File: src/rtl/wb_mon_pkg.sv
// Shared types for the Wishbone classic-cycle protocol monitor.
// Error codes double as bit indices into the sticky error vector.
package wb_mon_pkg;

  localparam int NUM_ERR = 6;

  typedef enum logic [2:0] {
    ERR_RST_STB    = 3'd0,
    ERR_STB_NO_CYC = 3'd1,
    ERR_UNSTABLE   = 3'd2,
    ERR_STB_DROP   = 3'd3,
    ERR_SPUR_ACK   = 3'd4,
    ERR_TIMEOUT    = 3'd5
  } err_code_e;

  typedef enum logic {
    IDLE     = 1'b0,
    WAIT_ACK = 1'b1
  } state_e;

  // Lowest set bit wins when several rules break in the same cycle.
  function automatic err_code_e first_err(input logic [NUM_ERR-1:0] v);
    first_err = ERR_RST_STB;
    for (int i = NUM_ERR - 1; i >= 0; i--)
      if (v[i]) first_err = err_code_e'(i[2:0]);
  endfunction

endpackage

File: src/rtl/wb_mon_sat_counter.sv
// Saturating event counter; a clear that coincides with an event restarts at one.
module wb_mon_sat_counter #(
  parameter int W = 16
) (
  input  logic         clk,
  input  logic         rst,
  input  logic         inc,
  input  logic         clr,
  output logic [W-1:0] cnt
);

  always_ff @(posedge clk or posedge rst) begin
    if (rst)                    cnt <= '0;
    else if (clr)               cnt <= W'(inc);
    else if (inc && cnt != '1)  cnt <= cnt + 1'b1;
  end

endmodule

File: src/rtl/wb_protocol_monitor.sv
// Passive Wishbone B4 classic-cycle checker: flags protocol violations,
// records the first one, and keeps transaction counters and worst ack latency.
module wb_protocol_monitor
  import wb_mon_pkg::*;
#(
  parameter int AW          = 26,
  parameter int DW          = 32,
  parameter int SW          = 4,
  parameter int ACK_TIMEOUT = 64,
  parameter int CNT_W       = 16,
  parameter int LAT_W       = 8
) (
  input  logic               wb_clk_i,
  input  logic               wb_rst_i,
  input  logic               wb_cyc_i,
  input  logic               wb_stb_i,
  input  logic               wb_we_i,
  input  logic [SW-1:0]      wb_sel_i,
  input  logic [AW-1:0]      wb_addr_i,
  input  logic [DW-1:0]      wb_dat_i,
  input  logic               wb_ack_i,
  input  logic               clr_i,
  output logic               busy_o,
  output logic               err_pulse_o,
  output logic [NUM_ERR-1:0] err_sticky_o,
  output logic               err_valid_o,
  output logic [2:0]         first_err_code_o,
  output logic [AW-1:0]      first_err_addr_o,
  output logic [CNT_W-1:0]   rd_cnt_o,
  output logic [CNT_W-1:0]   wr_cnt_o,
  output logic [CNT_W-1:0]   abort_cnt_o,
  output logic [LAT_W-1:0]   max_lat_o
);

  localparam logic [LAT_W-1:0] LAT_LIMIT = LAT_W'(ACK_TIMEOUT);

  state_e             state, state_nxt;
  logic               post_rst;
  logic [AW-1:0]      cap_addr;
  logic               cap_we;
  logic [SW-1:0]      cap_sel;
  logic [DW-1:0]      cap_dat;
  logic [LAT_W-1:0]   lat_cnt;
  logic               unstable_seen, timeout_seen;

  logic [NUM_ERR-1:0] err_vec;
  logic               any_err;
  logic               start, wait_cyc, done, done_we, abort, mismatch;
  logic [LAT_W-1:0]   done_lat;

  assign mismatch = (wb_addr_i != cap_addr) || (wb_we_i != cap_we) ||
                    (wb_sel_i != cap_sel) || (cap_we && (wb_dat_i != cap_dat));
  assign any_err  = |err_vec;
  assign busy_o   = (state == WAIT_ACK);

  always_comb begin
    state_nxt = state;
    err_vec   = '0;
    start     = 1'b0;
    wait_cyc  = 1'b0;
    done      = 1'b0;
    done_we   = wb_we_i;
    done_lat  = '0;
    abort     = 1'b0;

    err_vec[ERR_RST_STB]    = post_rst & wb_stb_i;
    err_vec[ERR_STB_NO_CYC] = wb_stb_i & ~wb_cyc_i;

    case (state)
      IDLE: begin
        if (wb_cyc_i && wb_stb_i) begin
          if (wb_ack_i) done = 1'b1;
          else begin
            start     = 1'b1;
            state_nxt = WAIT_ACK;
          end
        end else if (wb_ack_i) begin
          err_vec[ERR_SPUR_ACK] = 1'b1;
        end
      end
      WAIT_ACK: begin
        done_we = cap_we;
        if (!wb_cyc_i) begin
          abort     = 1'b1;
          state_nxt = IDLE;
        end else if (!wb_stb_i) begin
          err_vec[ERR_STB_DROP] = 1'b1;
          state_nxt             = IDLE;
        end else if (wb_ack_i) begin
          done      = 1'b1;
          done_lat  = lat_cnt;
          state_nxt = IDLE;
        end else begin
          // Each rule reports at most once per transaction.
          wait_cyc              = 1'b1;
          err_vec[ERR_UNSTABLE] = mismatch & ~unstable_seen;
          err_vec[ERR_TIMEOUT]  = (lat_cnt == LAT_LIMIT) & ~timeout_seen;
        end
      end
      default: state_nxt = IDLE;
    endcase
  end

  always_ff @(posedge wb_clk_i or posedge wb_rst_i) begin
    if (wb_rst_i) begin
      state         <= IDLE;
      post_rst      <= 1'b1;
      cap_addr      <= '0;
      cap_we        <= 1'b0;
      cap_sel       <= '0;
      cap_dat       <= '0;
      lat_cnt       <= '0;
      unstable_seen <= 1'b0;
      timeout_seen  <= 1'b0;
    end else begin
      state    <= state_nxt;
      post_rst <= 1'b0;
      if (start) begin
        cap_addr      <= wb_addr_i;
        cap_we        <= wb_we_i;
        cap_sel       <= wb_sel_i;
        cap_dat       <= wb_dat_i;
        lat_cnt       <= LAT_W'(1);
        unstable_seen <= 1'b0;
        timeout_seen  <= 1'b0;
      end else if (wait_cyc) begin
        if (lat_cnt != LAT_LIMIT) lat_cnt <= lat_cnt + 1'b1;
        if (err_vec[ERR_UNSTABLE]) unstable_seen <= 1'b1;
        if (err_vec[ERR_TIMEOUT])  timeout_seen  <= 1'b1;
      end
    end
  end

  // Clear takes effect first so an error in the clearing cycle is still kept.
  always_ff @(posedge wb_clk_i or posedge wb_rst_i) begin
    if (wb_rst_i) begin
      err_pulse_o      <= 1'b0;
      err_sticky_o     <= '0;
      err_valid_o      <= 1'b0;
      first_err_code_o <= '0;
      first_err_addr_o <= '0;
      max_lat_o        <= '0;
    end else begin
      err_pulse_o  <= any_err;
      err_sticky_o <= (clr_i ? '0 : err_sticky_o) | err_vec;
      if (clr_i) begin
        err_valid_o      <= any_err;
        first_err_code_o <= any_err ? first_err(err_vec) : '0;
        first_err_addr_o <= any_err ? wb_addr_i : '0;
      end else if (!err_valid_o && any_err) begin
        err_valid_o      <= 1'b1;
        first_err_code_o <= first_err(err_vec);
        first_err_addr_o <= wb_addr_i;
      end
      if (clr_i)                               max_lat_o <= done ? done_lat : '0;
      else if (done && (done_lat > max_lat_o)) max_lat_o <= done_lat;
    end
  end

  wb_mon_sat_counter #(.W(CNT_W)) u_rd_cnt (
    .clk (wb_clk_i),
    .rst (wb_rst_i),
    .inc (done & ~done_we),
    .clr (clr_i),
    .cnt (rd_cnt_o)
  );

  wb_mon_sat_counter #(.W(CNT_W)) u_wr_cnt (
    .clk (wb_clk_i),
    .rst (wb_rst_i),
    .inc (done & done_we),
    .clr (clr_i),
    .cnt (wr_cnt_o)
  );

  wb_mon_sat_counter #(.W(CNT_W)) u_abort_cnt (
    .clk (wb_clk_i),
    .rst (wb_rst_i),
    .inc (abort),
    .clr (clr_i),
    .cnt (abort_cnt_o)
  );

endmodule

File: config.mk
export PLATFORM = sky130hd
export DESIGN_NAME = wb_protocol_monitor
export DESIGN_NICKNAME = d
export VERILOG_FILES = /design/src/rtl/wb_mon_pkg.sv /design/src/rtl/wb_mon_sat_counter.sv /design/src/rtl/wb_protocol_monitor.sv
export SDC_FILE = /design/constraint.sdc
export NUM_CORES = 1
export LEC_CHECK = 0
export ABC_AREA = 0
export CAP_MARGIN = 10
export CORE_ASPECT_RATIO = 0.8
export CORE_MARGIN = 3
export CORE_UTILIZATION = 55
export DETAILED_ROUTE_END_ITERATION = 6
export DONT_BUFFER_PORTS = 1
export GPL_ROUTABILITY_DRIVEN = 0
export PLACE_DENSITY = 0.7
export REMOVE_ABC_BUFFERS = 1
export SYNTH_ARGS = -nofsm -noshare
export SYNTH_HDL_FRONTEND = slang
export SYNTH_SLANG_ARGS = --single-unit
File: constraint.sdc
create_clock -name wb_clk_i -period 13 [get_ports wb_clk_i]
set_input_delay 1.3 -clock wb_clk_i [delete_from_list [all_inputs] [get_ports wb_clk_i]]
set_output_delay 1.3 -clock wb_clk_i [all_outputs]
set_load 0.01 [all_outputs]
# Word level (Yosys, flattened, before mapping)
# Cells that the tools add are included.
dict set report op_classes {
  n_addsub 4
  mux 63
  n_bitwise 12
  reduce_logical 24
  n_eq_ne 9
  n_lt_le_gt_ge 1
}
# operator count
set ops {}
lappend ops {{2-to-1 mux 16 bit} 6}
lappend ops {{2-to-1 mux 8 bit} 10}
lappend ops {{2-to-1 mux 26 bit} 3}
lappend ops {{adder 16 x 1 -> 16 bit (second input constant)} 3}
lappend ops {{!= test 16 bit (second input constant)} 3}
lappend ops {{!= test 32 bit} 1}
lappend ops {{2-to-1 mux 1 bit} 30}
lappend ops {{2-to-1 mux 3 bit} 9}
lappend ops {{!= test 26 bit} 1}
lappend ops {{nonzero test 2 bit} 9}
lappend ops {{adder 8 x 1 -> 8 bit (second input constant)} 1}
lappend ops {{== test 8 x 7 -> 1 bit (second input constant)} 1}
lappend ops {{greater-than comparator 8 bit} 1}
lappend ops {{!= test 8 x 7 -> 1 bit (second input constant)} 1}
lappend ops {{logical AND 1 bit} 7}
lappend ops {{bitwise AND 1 bit} 6}
lappend ops {{2-to-1 mux 6 bit} 1}
lappend ops {{OR 6 bit} 1}
lappend ops {{AND reduction 2 bit} 3}
lappend ops {{OR reduction 6 bit} 1}
lappend ops {{inverter 1 bit} 5}
lappend ops {{2-to-1 mux 2 bit} 2}
lappend ops {{!= test 4 bit} 1}
lappend ops {{case mux 1 bit (2 select lines)} 2}
lappend ops {{other kinds (3)} 5}
dict set report totals {
  wordCells 131
  register_bits 168
  output_inout_bits 94
  input_bits 69
}

# Depth between registers and ports, before layout
dict set report depth {
  word_depth 15
  mapped_depth 11
  mapped_depth_nobuf 10
}

# Cells and area by module
# Synthesis repeated with hierarchy kept, for this count alone.
dict set report hier_totals {
  cells_unflattened 798
  hier_area_um2 8599.5
}
# mod cells_each seq_area_each_um2 instances area_per_inst_um2
set modules_own_cells {}
lappend modules_own_cells {wb_protocol_monitor 510 3004.1 1 5825.6}
lappend modules_own_cells {wb_mon_sat_counter 96 400.4 3 924.6}

# Worst setup path after synthesis
# Ideal clock, no wire load.
dict set report synth_timing {
  path_kind {in2reg}
  startpoint {in wb_stb_i}
  endpoint {reg max_lat_o[1]}
  arrival_time_ns 3.771
  path_buffers 1
  setup_time_ns 0.125
  cell_stages 11
  setup_slack_ns 9.105
  required_time_ns 12.875
  cell_sequence {and3_1 > clkbuf_1 > and3_1 > ha_1 > nor2b_1 > o21a_1 > o21a_1 > o21ai_0 > a21oi_1 > o41ai_2 > mux2_2}
}
dict set report synth_between {
  elab_chain_cells 6
  elab_cells_between_ends 14
  classes_between {order compare: 1; mux: 10; reduce/logical: 3}
}
# element line
set synth_lines {}
lappend synth_lines {{start, declared} wb_protocol_monitor.sv:16} ;# input logic wb_stb_i,
lappend synth_lines {{2-to-1 mux 8 bit} wb_protocol_monitor.sv:86} ;# end else if (!wb_stb_i) begin
lappend synth_lines {{2-to-1 mux 8 bit} wb_protocol_monitor.sv:83} ;# if (!wb_cyc_i) begin
lappend synth_lines {{2-to-1 mux 8 bit} wb_protocol_monitor.sv:69} ;# case (state)
lappend synth_lines {{greater-than comparator 8 bit} wb_protocol_monitor.sv:156} ;# else if (done && (done_lat > max_lat_o)) max_lat_o <= done_lat;
lappend synth_lines {{logical AND 1 bit} wb_protocol_monitor.sv:156}
lappend synth_lines {{nonzero test 2 bit (no source line)} -}
lappend synth_lines {{end signal, assigned} wb_protocol_monitor.sv:155} ;# if (clr_i) max_lat_o <= done ? done_lat : '0;
lappend synth_lines {{end signal, assigned} wb_protocol_monitor.sv:156}
lappend synth_lines {{end, declared} wb_protocol_monitor.sv:32} ;# output logic [LAT_W-1:0] max_lat_o
# Parallel ways exist; a longest one is shown, timed or not. The select of a mux whose other input is x is not followed.
# A chain may end at the register's enable or synchronous reset.

# Worst setup path after layout
dict set report layout_timing {
  startpoint {in wb_stb_i}
  endpoint {reg max_lat_o[6]}
}
# The elaborated chain is that of the path after synthesis.

==> key figures <==
Synthesis
  – Post-synthesis xor/xnor area fraction: 10.81%
  – Post-synth EDFFs: 0
  – Synth top area share: 51.08%
  – Yosys reg bits: 168
  – Post-synth cell types: 47
  – Synth Area in Simple Gates: 15.03%
  – Sequential area share after synthesis: 51.40%
  – Cell count after synthesis: 720
  – Post-synthesis compound-gate area fraction: 4.466%
  – Adder-Cell Fraction of Synth Area: 1.988%
  – Mapped Area: 8182 um2
  – Main combinational cell family by area after synthesis: simple AND/OR/NAND/NOR gates
  – Asr flop ratio synth: 100.0%
  – Largest area contributor in the netlist: dfrtp_1
  – Top cells by area, synth: dfrtp_1 51%, mux2_2 13%, xor2_1 8.6%
  – Mapped Avg Cell Area: 11.36 um2
  – Post-synth top flop: dfrtp_1
  – YS warnings: 0
  – Mux cell area share after synthesis: 14.07%

Critical path
  – Reg2Reg Capture Point: max_lat_o[6]
  – Worst-path fanout max: 13
  – Critical path depth: 10
  – R2R cell count: 9
  – CP arrival: 4.19 ns
  – CP delay by family, top: compound AO/OA/AOI/OAI gates
  – R2R Path Start: busy_o
  – Crit start category: input pin
  – CP required: 13.30 ns
  – Crit. End Element: flip-flop
  – Total buffers and inverters traversed by the critical path: 0
  – CP max-delay cell: o41ai_2
  – Kind of critical path: in2reg
  – Max stage delay on crit path: 0.80 ns
  – Crit. Startpoint: wb_stb_i
  – Worst Setup EP: max_lat_o[6]
  – Worst-path cell chain: and3_1, and3_1, ha_1, nor2b_1, o21a_1, o21a_1, o21ai_0, a21oi_1, o41ai_2, mux2_2
  – Reg-to-reg slack, setup: 9.67 ns

Cells and area
  – Commonest cells after routing, fill and taps aside: 167 x dfrtp_1, 92 x mux2_2, 80 x xor2_1, 56 x nor2_1, 44 x nand2_1
  – Fin util: 62.11%
  – Antenna diodes: 0
  – Commonest non-fill, non-tap cell in the layout: dfrtp_1
  – Fill count: 1161
  – Area Overhead vs Synth: 9.283%
  – Non-Filler Instances: 916
  – Nets: 801
  – Layout cells sized above 1: 19.40%

Die
  – Initial Utilization: 56.84%
  – I/O pin cnt: 163
  – Die footprint: 16380 um2
  – Rows: 39
  – Die Span Y: 115.1 um
  – Die width: 142.4 um
  – Core area: 14400 um2

Clocking
  – Post-CTS setup buffer count: 0
  – Post_cts resized: 0
  – Hold-fix buffers, CTS: 0
  – CTS tree: yes
  – H-tree depth: 4
  – Root Buffer: clkbuf_16
  – Skew-Pair Late Insertion Delay: 0.42 ns
  – Clock slew at reported path FFs: 0.06 ns
  – Clk buf depth: 2
  – TritonCTS buffer count: 17
  – # clock sinks: 168

Timing
  – Max Clock Freq: 257.0 MHz
  – Final Setup Violations: 0
  – Slew headroom: 32.67%
  – Fin crit period: 3.891 ns
  – Slew @ Worst Pin: 0.9991 ns
  – RSZ-0062 raised after global routing: no
  – Sum Neg Setup Slack: 0 ns
  – Final Max Slew Viols: 0
  – Clock Skew: 0.01349 ns
  – Final Hold Viols: 0
  – Fin crit share: 29.93%
  – Final hold slack: 0.5100 ns

GRT
  – Number of global-route vias before repair: 5385
  – Largest net degree at the start of global routing: 88
  – Overall Global Routing Usage: 21.03%
  – Initial antenna violation count: 0
  – Total gr overflow: 0
  – First-pass GRT wire length: 27.53 mm

Routing
  – Drt initial violations: 250
  – Routed Wire Length: 16.83 mm
  – Via count: 5207
  – Residual DRC count: 0
  – Antenna-violating nets left: 0
  – Drt wl/cell: 18.37 um
  – DR pass1 iterations: 4
  – Vias/cell: 5.684

Pwr
  – PwrDens: 142.6 nW/um2
  – Switch share: 25.01%
  – Pleak: 3.899 nW
  – Comb pwr share: 10.9%
  – Switch Pwr: 318.9 uW
  – Internal cell power: 956.1 uW
  – Reg power frac: 49.5%
  – Clk pwr share: 39.6%
  – VDD IR max: 0.1244 mV

Placement
  – DPL Wire Length: 11.82 mm
  – Number of buffers added on ports: 0
  – Placed cell count: 884

Run
  – Max_cap viols: 0

Min path
  – Worst Hold Class: reg2reg

Run status
  – Outcome: completed
-- sequential cells by signal, indices dropped and copies added, names as in the netlist, 3 cells and up --
register / flops
first_err_code_o: 3
first_err_addr_o: 26
cap_dat: 32
err_sticky_o: 6
cap_sel: 4
max_lat_o: 8
lat_cnt: 8
cap_addr: 26
u_wr_cnt.cnt: 16
u_rd_cnt.cnt: 16
u_abort_cnt.cnt: 16
-- area by class of cell --
class	count	area (um2)	area share, %
well taps	184	230.2	2.575
clock inverters	13	145.1	1.623
flip-flops and latches	168	4205	47.03
inverters	20	80.08	0.8956
multi-input cells	509	3805	42.56
clock buffers	19	452.9	5.066
repair buffers	3	22.52	0.2519
-- power by group through the flow --
stage	clock (mW)	sequential, mW	combinational, mW
CTS	0.517	0.631	0.142
detailed placement	0	0.641	0.141
global route	0.542	0.638	0.157
floorplan	0	0.628	0.121
global placement	0	0.637	0.134
finish	0.505	0.631	0.139
-- tightest hold or removal path, stage by stage (launching register included) --
cell and delay (ns):
dfrtp_1 0.33, o21ai_0 0.08, nand2_1 0.07
-- cells in the mapped netlist, drive strengths merged (2+ instances only) --
cell type	count
nor2b	30
and4	6
mux2i	4
o211ai	2
clkbuf	19
nand2b	4
and3	16
buf	4
nand4	23
a21oi	14
and2	5
nand2	44
o31ai	2
or3	7
o21ai	21
dfrtp	167
nor2	57
xor2	80
nor4	15
inv	19
a21o	4
mux2	97
xnor2	21
o21a	3
nand3	20
nor3	9
ha	13
-- per-stage QoR --
stage                     total power [mW]  area [um2]  setup WS (ns)
final                                1.275        8941          9.109
after global routing                 1.337        8941          8.990
after CTS                            1.290        8941          9.172
after detailed placement            0.7810        8343          8.729
after global placement              0.7712        8343          8.877
after floorplan                     0.7485        8078          7.155
-- kinds of logic (layout without fill, tap and decap cells) --
family	Yosys count	in the layout
compound gates	55	55
xor+xnor	101	101
fa+ha+maj	13	13
buf+inv	43	55
flops	168	168
mux	101	101
other cells	1	1
simple gates	238	238
-- per-layer routing --
metal	vias to the layer above	track usage, %	wire length, um	part of all wire (%)
li1	2495	-	-	-
met1	2576	26.80	7257	43
met2	121	33.07	7990	47
met3	15	8.732	1372	8.2
met4	0	6.650	209	1.2
met5	-	0	0	0
-- worst min path at each step --
stage	endpoint	cells after the start	startpoint	slack [ns]
CTS	timeout_seen	2	timeout_seen	0.51
floorplan	timeout_seen	2	timeout_seen	0.48
finish	timeout_seen	2	timeout_seen	0.51
global placement	timeout_seen	2	timeout_seen	0.49
detailed placement	timeout_seen	2	timeout_seen	0.50
global route	cap_dat[19]	1	cap_dat[19]	0.54
No activity file was read; power rests on OpenSTA's default activity.
